File: src/rtl/gmii_rx_deframer.sv
// gmii_rx_deframer
// Turns the GMII receive side of an SGMII PCS into a byte stream of frame
// payloads. Preamble/SFD are stripped, the CRC-32 FCS is checked and removed,
// and each frame ends with m_tlast plus an error flag on m_tuser. Saturating
// good/bad frame counters are kept for status reporting.
//
// Stream handshake: m_tvalid qualifies m_tdata on every cycle it is high.
// There is no ready input and no backpressure; the stream follows GMII line
// rate exactly, and m_tlast/m_tuser are only meaningful while m_tvalid is high.
module gmii_rx_deframer #(
  parameter int MIN_LEN = 64,
  parameter int MAX_LEN = 1522,
  parameter int CNT_W   = 32
) (
  input  logic             userclk2,
  input  logic             reset,
  input  logic [7:0]       gmii_rxd,
  input  logic             gmii_rx_dv,
  input  logic             gmii_rx_er,
  output logic [7:0]       m_tdata,
  output logic             m_tvalid,
  output logic             m_tlast,
  output logic             m_tuser,
  output logic [CNT_W-1:0] frames_ok,
  output logic [CNT_W-1:0] frames_bad,
  output logic [1:0]       dbg_state
);

  typedef enum logic [1:0] {
    ST_IDLE     = 2'd0,
    ST_PREAMBLE = 2'd1,
    ST_DATA     = 2'd2,
    ST_DROP     = 2'd3
  } state_t;

  localparam logic [7:0]  PRE_BYTE = 8'h55;
  localparam logic [7:0]  SFD_BYTE = 8'hD5;
  localparam logic [31:0] CRC_INIT = 32'hFFFF_FFFF;
  localparam logic [31:0] CRC_RES  = 32'hDEBB_20E3;

  // Length counter must hold MAX_LEN+1, its saturation value.
  localparam int LEN_W = $clog2(MAX_LEN + 2);
  localparam logic [LEN_W-1:0] LEN_SAT = LEN_W'(MAX_LEN + 1);
  localparam logic [LEN_W-1:0] LEN_MIN = LEN_W'(MIN_LEN);
  localparam logic [LEN_W-1:0] LEN_MAX = LEN_W'(MAX_LEN);
  // Once five bytes are held, the oldest one is known not to be FCS.
  localparam logic [LEN_W-1:0] LEN_OUT = LEN_W'(5);

  state_t            state_q, state_d;
  logic [4:0][7:0]   dly_q, dly_d;      // [0] newest byte, [4] oldest byte
  logic [LEN_W-1:0]  len_q, len_d;
  logic [31:0]       crc_q, crc_d;
  logic              err_q, err_d;
  logic [7:0]        tdata_q, tdata_d;
  logic              tvalid_q, tvalid_d;
  logic              tlast_q, tlast_d;
  logic              tuser_q, tuser_d;
  logic [CNT_W-1:0]  ok_q, ok_d;
  logic [CNT_W-1:0]  bad_q, bad_d;
  logic              ok_inc, bad_inc, frame_bad;

  // One byte of the reflected CRC-32 (poly 0xEDB88320), LSB first.
  function automatic logic [31:0] crc_byte(input logic [31:0] crc_in,
                                           input logic [7:0]  data);
    logic [31:0] c;
    c = crc_in;
    for (int i = 0; i < 8; i++) begin
      if (c[0] ^ data[i]) c = (c >> 1) ^ 32'hEDB8_8320;
      else                c = c >> 1;
    end
    return c;
  endfunction

  // Next-state, datapath and output decode.
  always_comb begin
    state_d   = state_q;
    dly_d     = dly_q;
    len_d     = len_q;
    crc_d     = crc_q;
    err_d     = err_q;
    tdata_d   = tdata_q;
    tvalid_d  = 1'b0;
    tlast_d   = 1'b0;
    tuser_d   = 1'b0;
    ok_inc    = 1'b0;
    bad_inc   = 1'b0;
    frame_bad = 1'b0;

    case (state_q)
      ST_IDLE: begin
        if (gmii_rx_dv) begin
          if (gmii_rxd == PRE_BYTE) begin
            state_d = ST_PREAMBLE;
          end else if (gmii_rxd == SFD_BYTE) begin
            // Short preamble: SFD alone still opens a frame.
            state_d = ST_DATA;
            len_d   = '0;
            crc_d   = CRC_INIT;
            err_d   = 1'b0;
          end else begin
            state_d = ST_DROP;
          end
        end
      end

      ST_PREAMBLE: begin
        if (!gmii_rx_dv) begin
          state_d = ST_IDLE;
          bad_inc = 1'b1;
        end else if (gmii_rx_er) begin
          state_d = ST_DROP;
        end else if (gmii_rxd == PRE_BYTE) begin
          state_d = ST_PREAMBLE;
        end else if (gmii_rxd == SFD_BYTE) begin
          state_d = ST_DATA;
          len_d   = '0;
          crc_d   = CRC_INIT;
          err_d   = 1'b0;
        end else begin
          state_d = ST_DROP;
        end
      end

      ST_DATA: begin
        if (gmii_rx_dv) begin
          dly_d = {dly_q[3:0], gmii_rxd};
          crc_d = crc_byte(crc_q, gmii_rxd);
          if (len_q != LEN_SAT) len_d = len_q + LEN_W'(1);
          if (gmii_rx_er)       err_d = 1'b1;
          // A new byte arrived, so the oldest held byte is payload.
          if (len_q >= LEN_OUT) begin
            tvalid_d = 1'b1;
            tdata_d  = dly_q[4];
          end
        end else begin
          // End of frame: the oldest held byte is the final payload byte,
          // the four newer ones are the FCS already folded into crc_q.
          state_d   = ST_IDLE;
          frame_bad = err_q | (crc_q != CRC_RES) |
                      (len_q < LEN_MIN) | (len_q > LEN_MAX);
          if (len_q >= LEN_OUT) begin
            tvalid_d = 1'b1;
            tlast_d  = 1'b1;
            tuser_d  = frame_bad;
            tdata_d  = dly_q[4];
          end
          if (frame_bad) bad_inc = 1'b1;
          else           ok_inc  = 1'b1;
        end
      end

      ST_DROP: begin
        if (!gmii_rx_dv) begin
          state_d = ST_IDLE;
          bad_inc = 1'b1;
        end
      end

      default: state_d = ST_IDLE;
    endcase

    ok_d  = ok_q;
    bad_d = bad_q;
    if (ok_inc  && (ok_q  != '1)) ok_d  = ok_q  + CNT_W'(1);
    if (bad_inc && (bad_q != '1)) bad_d = bad_q + CNT_W'(1);
  end

  // State, datapath and output registers with synchronous reset.
  always_ff @(posedge userclk2) begin
    if (reset) begin
      state_q  <= ST_IDLE;
      dly_q    <= '0;
      len_q    <= '0;
      crc_q    <= CRC_INIT;
      err_q    <= 1'b0;
      tdata_q  <= '0;
      tvalid_q <= 1'b0;
      tlast_q  <= 1'b0;
      tuser_q  <= 1'b0;
      ok_q     <= '0;
      bad_q    <= '0;
    end else begin
      state_q  <= state_d;
      dly_q    <= dly_d;
      len_q    <= len_d;
      crc_q    <= crc_d;
      err_q    <= err_d;
      tdata_q  <= tdata_d;
      tvalid_q <= tvalid_d;
      tlast_q  <= tlast_d;
      tuser_q  <= tuser_d;
      ok_q     <= ok_d;
      bad_q    <= bad_d;
    end
  end

  assign m_tdata    = tdata_q;
  assign m_tvalid   = tvalid_q;
  assign m_tlast    = tlast_q;
  assign m_tuser    = tuser_q;
  assign frames_ok  = ok_q;
  assign frames_bad = bad_q;
  assign dbg_state  = state_q;

endmodule

File: config.mk
export PLATFORM = sky130hd
export DESIGN_NAME = gmii_rx_deframer
export DESIGN_NICKNAME = d
export VERILOG_FILES = /design/src/rtl/gmii_rx_deframer.sv
export SDC_FILE = /design/constraint.sdc
export NUM_CORES = 1
export LEC_CHECK = 0
export CORE_MARGIN = 3
export CORE_UTILIZATION = 45
export CTS_BUF_LIST = sky130_fd_sc_hd__clkbuf_4 sky130_fd_sc_hd__clkbuf_8 sky130_fd_sc_hd__clkbuf_16
export DETAILED_ROUTE_END_ITERATION = 8
export GPL_ROUTABILITY_DRIVEN = 1
export PLACE_DENSITY = 0.66
export REMOVE_ABC_BUFFERS = 1
export SYNTH_ARGS = -nofsm -noshare
export SYNTH_HDL_FRONTEND = slang
export SYNTH_SLANG_ARGS = --single-unit
File: constraint.sdc
create_clock -name userclk2 -period 3.5 [get_ports userclk2]
set_input_delay 0.7 -clock userclk2 [delete_from_list [all_inputs] [get_ports userclk2]]
set_output_delay 0.7 -clock userclk2 [all_outputs]
set_load 0.01 [all_outputs]
======== After elaboration in Yosys (flattened, before gate mapping) ========
Index checks and enable logic that the tools add are counted.
operators by class
  equal/unequal tests ..................... 16
  bitwise operators ....................... 21
  multiplexer cells ....................... 60
  $lt $le $gt $ge ......................... 3
  reductions and logical operators ........ 15
  add/sub/neg operators ................... 3
operators by type and width
  cell                     count
  $mux W32                 28
  $not A13 Y14             8
  $ne A32 B32 Y1 const B   3
  $pmux W32 S3             1
  $mux W11                 7
  $add A32 B1 Y32 const B  2
  $pmux W11 S3             1
  $mux W1                  15
  $ne A2 B2 Y1 const B     7
  $reduce_and A6 Y1        2
  $add A11 B1 Y11 const B  1
  $ge A11 B3 Y1 const B    1
  $gt A11 B11 Y1 const B   1
  $lt A11 B7 Y1 const B    1
  $ne A11 B11 Y1 const B   1
  $mux W2                  5
  $eq A8 B7 Y1 const B     1
  $eq A8 B8 Y1 const B     1
  $xor A1 B1 Y1            8
  $pmux W2 S3              1
  $reduce_and A2 Y1        3
  $reduce_or A2 Y1         3
  $reduce_and A5 Y1        1
  $eq A2 B2 Y1 const B     2
  10 further kinds         14
word-level totals
  input bits .............................. 12
  logic and storage cells ................. 133
  register bits ........................... 161
  output and inout bits ................... 77

======== Depth between registers and ports, before layout ========
  depth in word-level cells ............... 32
  mapped depth ............................ 10
  depth with buffers taken out ............ 7

======== Worst setup path before layout ========
OpenSTA, ideal clock, no wires.
  path kind ............................... reg2reg
  start ................................... register len_q[2]
  end ..................................... register ok_q[16] (netlist: frames_ok[16])
  buffers on the path ..................... 2
  period minus slack after synthesis ...... 2399 ps
  arrival time ............................ 2279 ps
  stages on the path, launching flop included .. 9
  library setup time ...................... 121 ps
  setup slack ............................. 1101 ps
  required time ........................... 3379 ps
  cell sequence ........................... dfxtp_1 > buf_6 > or3_1 > a32o_2 > a2111oi_4 > and3_1 > clkbuf_1 > and4bb_2 > mux2_2
on the way
  word-level cells in the longest chain between the ends .. 7
  elaborated cells on any way between the ends .. 8
  classes of those cells .................. 2 x order compare; 3 x mux; 2 x bitwise; 1 x reduce/logical
ends and longest elaborated chain
  element                  RTL line  source
  from (decl)              51        logic [LEN_W-1:0] len_q, len_d;
  from (signal assigned)   185       len_q <= len_d;
  $lt A11 B7 Y1            140       (len_q < LEN_MIN) | (len_q > LEN_MAX);
  $or A1 B1 Y1             139       frame_bad = err_q | (crc_q != CRC_RES) |
  $or A1 B1 Y1 (*)         140
  $mux W1 (*)              147       if (frame_bad) bad_inc = 1'b1;
  $mux W1 (*)              125       if (gmii_rx_dv) begin
  $mux W1 (*)              89        case (state_q)
  $logic_and A1 B1 Y1 (*)  164       if (ok_inc && (ok_q != '1)) ok_d = ok_q + CNT_W'(1);
  to (signal assigned)     192       ok_q <= ok_d;
  to (decl)                58        logic [CNT_W-1:0] ok_q, ok_d;
Mark *: on every way between the ends. The rest lies on a longest branch, timed or not.
A chain may end at the register's enable or synchronous reset.

======== Final worst setup path ========
  start ................................... register crc_q[16]
  end ..................................... register ok_q[28] (netlist: frames_ok[28])
on the way
  word-level cells in the longest chain between the ends .. 8
ends and longest elaborated chain
  element                    RTL line  source
  from (decl)                52        logic [31:0] crc_q, crc_d;
  from (signal assigned)     186       crc_q <= crc_d;
  $ne A32 B32 Y1             139
  $or A1 B1 Y1 (2 in a row)  139
  $or A1 B1 Y1               140
  $mux W1                    147
  $mux W1                    125
  $mux W1                    89
  $logic_and A1 B1 Y1        164
No other way between the ends.

==> impl_metrics.env <==
export IMPL_status="finished clean"
export IMPL_grtUsageTotal_pct=20.02
export IMPL_maxCapViolations=0
export IMPL_io_buffers=88
export IMPL_grt_pass1_vias=6195
export IMPL_p_total_mw=4.310
export IMPL_grt_max_degree=106
export IMPL_die_height_um=136.9
export IMPL_overflow=0
export IMPL_multi_input_area_um2=4193
export IMPL_start_kind="flip-flop"
export IMPL_wl_per_cell_um=15.10
export IMPL_fp_dieW_um=136.9
export IMPL_clkSinkCount=161
export IMPL_crit_path_frequent_cell="nand4_1"
export IMPL_ios=89
export IMPL_cts_tree="built"
export IMPL_hpwl_um=12620
export IMPL_crit_buf_inv=1
export IMPL_hold_viol=0
export IMPL_clkTransAtPathRegs_ns=0.06
export IMPL_tightest_slew_ns=0.7425
export IMPL_clockBufferDepth=2
export IMPL_relSlewSlack_pct=50.50
export IMPL_start_util_pct=46.18
export IMPL_crit_family="simple AND/OR/NAND/NOR gates"
export IMPL_finalCritPeriodShare_pct=82.97
export IMPL_regArea_um2=3223
export IMPL_dr_pass1_iters=5
export IMPL_drc=0
export IMPL_diodes=0
export IMPL_grt_pass1_wl_um=30580
export IMPL_slew_viol_final=0
export IMPL_ys_types=53
export IMPL_synth_edf_count=0
export IMPL_synth_ff_type="dfxtp_1"
export IMPL_hold_ws_ns=0.4440
export IMPL_cts_buffers=17
export IMPL_drive_above_1_share_pct=7.900
export IMPL_critPathArrivalTime_ns=3.26
export IMPL_hp_class="reg2reg"
export IMPL_final_core_util_pct=56.68
export IMPL_critPathKind="reg2reg"
export IMPL_post_cts_buffers=0
export IMPL_period_minus_slack_ns=2.904
export IMPL_nets=1003
export IMPL_path_max_fanout=17
export IMPL_ys_seq_area_share_pct=41.79
export IMPL_synth_warnings=0
export IMPL_drtIter0Drc=414
export IMPL_core_um2=16700
export IMPL_cts_root_buf="clkbuf_16"
export IMPL_syn_area_per_cell_um2=8.457
export IMPL_nFillCells=1568
export IMPL_area_delta_synth_final_pct=22.73
export IMPL_cts_hold_buf=0
export IMPL_antenna_left=0
export IMPL_async_flop_share_pct=0
export IMPL_synth_area_um2=7712
export IMPL_cts_max_level=4
export IMPL_vias_per_cell=5.569
export IMPL_synthCells=912
export IMPL_vias=6794
export IMPL_postCtsResizedCells=0
export IMPL_p_per_area_nw_per_um2=455.4
export IMPL_finClkSkew_ns=0.01152
export IMPL_setup_violations=0
export IMPL_critPathMaxStageDelay_ns=0.61
export IMPL_die_area_um2=18750
export IMPL_setup_tns_ns=0
export IMPL_required_ns=3.85
export IMPL_pre_cts_ws_ns=0.2754
export IMPL_gp_congestion=0.8837
export IMPL_fin_ws_ns=0.5960
export IMPL_grt_antenna_before_repair=0
export IMPL_peakVddDrop_mv=0.3736
export IMPL_num_rows=47
export IMPL_cp_cell_sequence="nor4bb_1 -> nand4_1 -> a2111oi_4 -> nand4_1 -> buf_4 -> or4_1 -> a21oi_1"
export IMPL_end_kind="flip-flop"
export IMPL_ys_ff_latch=161
export IMPL_clock_latency_ns=0.42
export IMPL_rsz0062_at_grt="no"
export IMPL_leakage_nw=3.044
export IMPL_slowest_stage="nor4bb_1"
export IMPL_timing_fmax_ghz=0.3443
export IMPL_drt_total_wl_um=18420
## through the flow
step	cell area, µm²	instances
6_report	9465	1220
5_1_grt	9465	1220
3_3_place_gp	8831	1188
2_1_floorplan	7476	857
4_1_cts	9465	1220
3_5_place_dp	8831	1188
## Yosys cell counts (all sizes together) (2+ instances only)
cell      n  area [µm²]
mux2     11       123.9
o31ai    39       292.8
or4      39       292.8
nor4b     2       17.52
nor4     11       68.82
dfxtp   161        3223
xor2     28       279.0
o21bai    2       15.01
and2      3       18.77
nor4bb    3       30.03
o41ai     2       17.52
nand2   118       442.9
a31oi     2       12.51
nand3    26       130.1
nor2     76       285.3
inv      17       63.81
a31o      2       17.52
and4     10       87.58
nor3     12       60.06
clkbuf   42       157.7
nor2b    16       100.1
and3      9       56.30
mux2i    13       130.1
nand4    29       181.4
a211o     4       35.03
nand2b    7       43.79
a211oi    3       22.52
xnor2    50       445.4
ha        4       50.05
o22ai     4       25.02
o21ai    11       55.05
or3      15       93.84
and4b     3       30.03
buf      13       78.82
a21oi   109       545.5
a221o     4       40.04
## sequential cells by signal, indices dropped and copies added, names as in the netlist
register	cells
m_tvalid	1
len_q	11
m_tlast	1
crc_q	32
dbg_state	2
frames_ok	32
m_tuser	1
dly_q	40
err_q	1
m_tdata	8
frames_bad	32
## where the power goes
group	internal [mW]	total, mW	switching [mW]	leakage (nW)
clock	1.23	1.96	0.731	0.313
combinational	0.201	0.460	0.259	1.43
sequential	1.86	1.89	0.0287	1.30
## cells in the final DEF, fill, tap and decap left out, drive strengths merged, types with 12 or more instances in the layout
cell           netlist  routed
buf                 13      24
nor3                12      12
clkbuf              42      24
mux2i               13      13
o31ai               39      39
xnor2               50      50
nand4               29      29
a21oi              109     109
or3                 15      15
dfxtp              161     161
nor2                76      76
nand3               26      26
nand2              118     118
nor2b               16      16
inv                 17      17
clkdlybuf4s50        0      87
xor2                28      28
or4                 39      39
## logic make-up after synthesis
family | count (synthesis) | share of synthesized area, %
compound gates | 189 | 15.09
xor+xnor | 79 | 9.685
fa+ha+maj | 4 | 0.6490
buf+inv | 72 | 3.893
flops | 161 | 41.79
mux | 24 | 3.293
simple gates | 383 | 25.60
## area by class of cell
| cell class | count | area share [%] |
|---|---|---|
| clock buffer | 24 | 5.380 |
| timing repair buffer | 111 | 11.37 |
| tap | 220 | 2.908 |
| sequential | 161 | 34.05 |
| clock inverter | 8 | 1.322 |
| inverter | 17 | 0.6742 |
| multi-input combinational | 679 | 44.30 |
## tightest hold or removal path, stage by stage (launching register included)
cell	delay (ns)
dfxtp_1	0.31
nand2_1	0.05
a21oi_1	0.05
## worst paths after layout
check / slack (ns) / startpoint / cells past startpoint / endpoint
setup / recovery: 0.60 / crc_q[16] / 7 / frames_ok[28]
hold / removal: 0.44 / dly_q[7] / 2 / dly_q[15]
setup reg to reg: 0.60 / crc_q[16] / 7 / frames_ok[28]
hold reg to reg: 0.44 / dly_q[7] / 2 / dly_q[15]
## layer usage
layer / vias to the layer above / GRT usage [%] / share of wire [%]
met2: 159 / 30.59 / 44
li1: 3419 / - / -
met5: - / 0 / 0
met3: 31 / 4.228 / 5.1
met1: 3185 / 28.15 / 49
met4: 0 / 6.818 / 1.9
Power figures use the tool's default switching activity.
==> variant 1, RTL diff (same flow settings) <==
Change the parameter `CNT_W` from 32 to 28.
--- a/src/rtl/gmii_rx_deframer.sv
+++ b/src/rtl/gmii_rx_deframer.sv
@@ -12,3 +12,3 @@
   parameter int MAX_LEN = 1522,
-  parameter int CNT_W   = 32
+  parameter int CNT_W   = 28
 ) (
Interface: changed (resized frames_bad and frames_ok); port bits go from 89 to 81. The function was not compared with the original's and may differ.
==> variant 1 against the original RTL <==
- total power fell by 6.2%
- critical path type unchanged
- cell area fell by 5.8%
- core utilization rose by 0.92 points
- synthesized cell count fell by 4.9%
- wire length fell by 2.0%
- via count fell by 4.3%
- worst setup slack improved by 0.040 ns
- highest routed layer unchanged
- largest power group is now sequential cells
- synthesized area fell by 5.6%
- sequential cell count fell by 8
- sequential power fell by 5%
- count of clock-buffer cells in the layout fell by 6
==> variant 1: results <==
[status]
status = finished clean

[timing]
slew_headroom = 0.410
finalCritPeriodShare = 0.818
clock_skew_ns = 0.00763
hold_slack_ns = 0.451

[routing]
met3_length_um = 1030
wl_per_cell_um = 15.6
met1_length_um = 8580
vias = 6501
first_pass_iters = 5
viasPerCell = 5.60
routed-wl-met2_um = 8110
drt_iter0_drc = 498

[critical_path]
cp_max_fo = 31
cp-startpoint = crc_q[0]
rrSetupSlack_ns = 0.64
cp.arrival_ns = 3.18
timing.rr.end = frames_bad[9]

[hold_path]
min-delay-start = dly_q[22]

[yosys]
synth_compound_area_frac = 0.156
synth-seq-area-share = 0.421
synthXorXnorAreaFrac = 0.0989
yosys.area.top_type_share = 0.421
netlist_top_cells_count = dfxtp_1, nand2_1, a21oi_1, xnor2_1, nor2_1
synthAdderAreaFrac = 0.00688
synth.avg_cell_area_um2 = 8.39
synth.area.mux_share = 0.0217

[global_route]
grt_pass1_wl_um = 29400
grt_max_degree = 67
grt_pass1_vias = 5871
grt_util_all_layers = 0.202

[place]
port_buffers = 80
place.gp.congestion = 0.923
dpl-instance-area_um2 = 8350
dp_hpwl_um = 12100
pre_cts_ws_ns = 0.337
placed_cells = 1128

[power_and_ir_drop]
powerSeq_mw = 1.80
max-vdd-ir-drop_v = 0.000418
p_sw_mw = 1.06
clkPwrFrac = 0.435
sw_frac_of_total = 0.262
leakagePower_nw = 2.90

[cells_and_area]
drive_above_1_share = 0.0822
fillers = 1419
final_nets = 952
[variant 1: worst max-delay path, delay by kind of cell (launching register included)]
kind                   cells  cell delay (ns)
AND/OR/NAND/NOR            3             0.68
AO/OA/AOI/OAI              3             1.34
buffers and inverters      1             0.28
flip-flops                 1             0.45
[variant 1: layout make-up]
class | count | area [um^2] | area share
Clock inverter | 14 | 126 | 0.0142
Sequential cell | 153 | 3060 | 0.343
Inverter | 16 | 60.1 | 0.00673
Multi-Input combinational cell | 643 | 3950 | 0.443
Timing Repair Buffer | 105 | 1010 | 0.113
Tap cell | 211 | 264 | 0.0296
Clock buffer | 18 | 439 | 0.0492
[variant 1: metal layers]
metal / vias to the layer above / track usage
li1: 3229 / -
met1: 3074 / 0.275
met2: 168 / 0.308
met3: 30 / 0.0551
met4: 0 / 0.0737
met5: - / 0
==> variant 2, RTL diff (same settings) <==
Made on the original files. Make the reset (`reset`) asynchronous in one clocked block. Comments in the files are not updated.
--- a/src/rtl/gmii_rx_deframer.sv
+++ b/src/rtl/gmii_rx_deframer.sv
@@ -168,3 +168,3 @@
   // State, datapath and output registers with synchronous reset.
-  always_ff @(posedge userclk2) begin
+  always_ff @(posedge userclk2 or posedge reset) begin
     if (reset) begin
Function: differs if reset is asserted again (counterexample within 4 cycles, from zero or initial values and one cycle with reset high); with reset held inactive, the same outputs for 4 cycles.
==> variant 2 against the original RTL <==
- sequential cell count stayed put
- global-route usage fell by 1.2 points
- count of clock-buffer cells in the layout is 5 lower
- cell area increased by 1.4%
- worst setup slack gained 0.30 ns
- wire length decreased by 3.6%
- first-iteration DRC count is 20% lower
- maximum frequency up 12%
- synthesized area grew 2.0%
- sequential share of layout area rose by 8.3 points
- final cell count fell by 11%
Power is not compared: it rests on default switching activity, and its combinational part moved more than twofold at a synthesized area within 25%.
==> variant 2: results <==
[timing]
fmax_mhz = 384
hold_slack_ns = 0.467
slew_headroom = 0.360
clock_skew_ns = 0.0123

[place]
placed_cells = 1050
place.gp.congestion = 0.897
pre_cts_ws_ns = 0.518
dpl-instance-area_um2 = 9020
dp_hpwl_um = 12100

[critical_path]
slowest_stage = clkdlybuf4s50_1
cp_max_fo = 10
crit_family = simple AND/OR/NAND/NOR gates
slowest_delay_ns = 0.54
rrSetupSlack_ns = 0.91
cp.arrival_ns = 2.91

[clock_tree]
cts_max_level = 4
clock-root-buffer = clkbuf_16
post_cts_resized = 0
clkTransAtPathRegs_ns = 0.06

[cells_and_area]
regMostFlops = dly_q
final_nets = 865
drive_above_1_share = 0.142
largest_reg_flops = 40

[yosys]
ys_types = 59
synth-seq-area-share = 0.517
synthCells = 753
netlist_top_cells_count = nand2_1, dfrtp_1, xnor2_1, nor2_1, xor2_1
async_flop_share = 1.00
synth.area.top_cells = dfrtp_1, dfstp_2, xnor2_1, nand2_1, xor2_1

[global_route]
grt_pass1_vias = 5917
grt_pass1_wl_um = 29900
grt_max_degree = 83
grt_util_all_layers = 0.188

[routing]
first_pass_iters = 5
wl_per_cell_um = 16.4
viasPerCell = 5.42
wirelength_um = 17800
drt_iter0_drc = 331

[power_and_ir_drop]
internal_power_mw = 4.44
leakagePower_nw = 4.12

[hold_path]
hold_class = flop to flop

[status]
status = finished clean
[variant 2: routing by layer]
layer,wire (um),global-route usage
met1,8070,0.252
met2,8590,0.307
met3,802,0.0428
met4,292,0.0582
met5,0,0
[variant 2: logic make-up after synthesis]
kind of cell             Yosys count  share of synthesized area
XOR/XNOR                         141                      0.169
flip-flops                       161                      0.517
multiplexers                      12                     0.0170
AO/OA/AOI/OAI                     55                     0.0498
AND/OR/NAND/NOR                  343                      0.217
buffers and inverters             37                     0.0235
adder cells (fa/ha/maj)            4                    0.00636
[variant 2: worst paths after layout]
path                              from           end  depth (start not counted)
max                        gmii_rxd[2]      len_q[2]                          6
min                           dly_q[0]      dly_q[8]                          2
max reg2reg                  crc_q[30]  frames_ok[1]                          6
min reg2reg                   dly_q[0]      dly_q[8]                          2
max in group asynchronous        reset      crc_q[9]                          3
min in group asynchronous        reset      m_tvalid                          2
[variant 2: power groups by stage]
stage	clock [mW]	sequential [mW]	combinational, mW
2_1_floorplan	0	2.58	1.76
3_3_place_gp	0	2.63	2.24
3_5_place_dp	0	2.65	2.29
4_1_cts	1.85	2.62	2.31
5_1_grt	1.93	2.67	2.52
6_report	1.81	2.62	2.30
[variant 2: worst reg2reg max path, delay by kind of cell (launching register included)]
kind            cells  cell delay [ns]
flops               1             0.56
mux                 1             0.38
simple gates        2             0.70
compound gates      2             0.51
buf+inv             1             0.33
[variant 2: area by class of cell]
cell class	instances	area [um^2]
repair buffers	102	1010
flip-flops and latches	161	4070
inverters	12	50.0
multi-input cells	555	3620
clock buffers	19	447
well taps	220	275
clock inverters	13	125
fillers	1460	7220
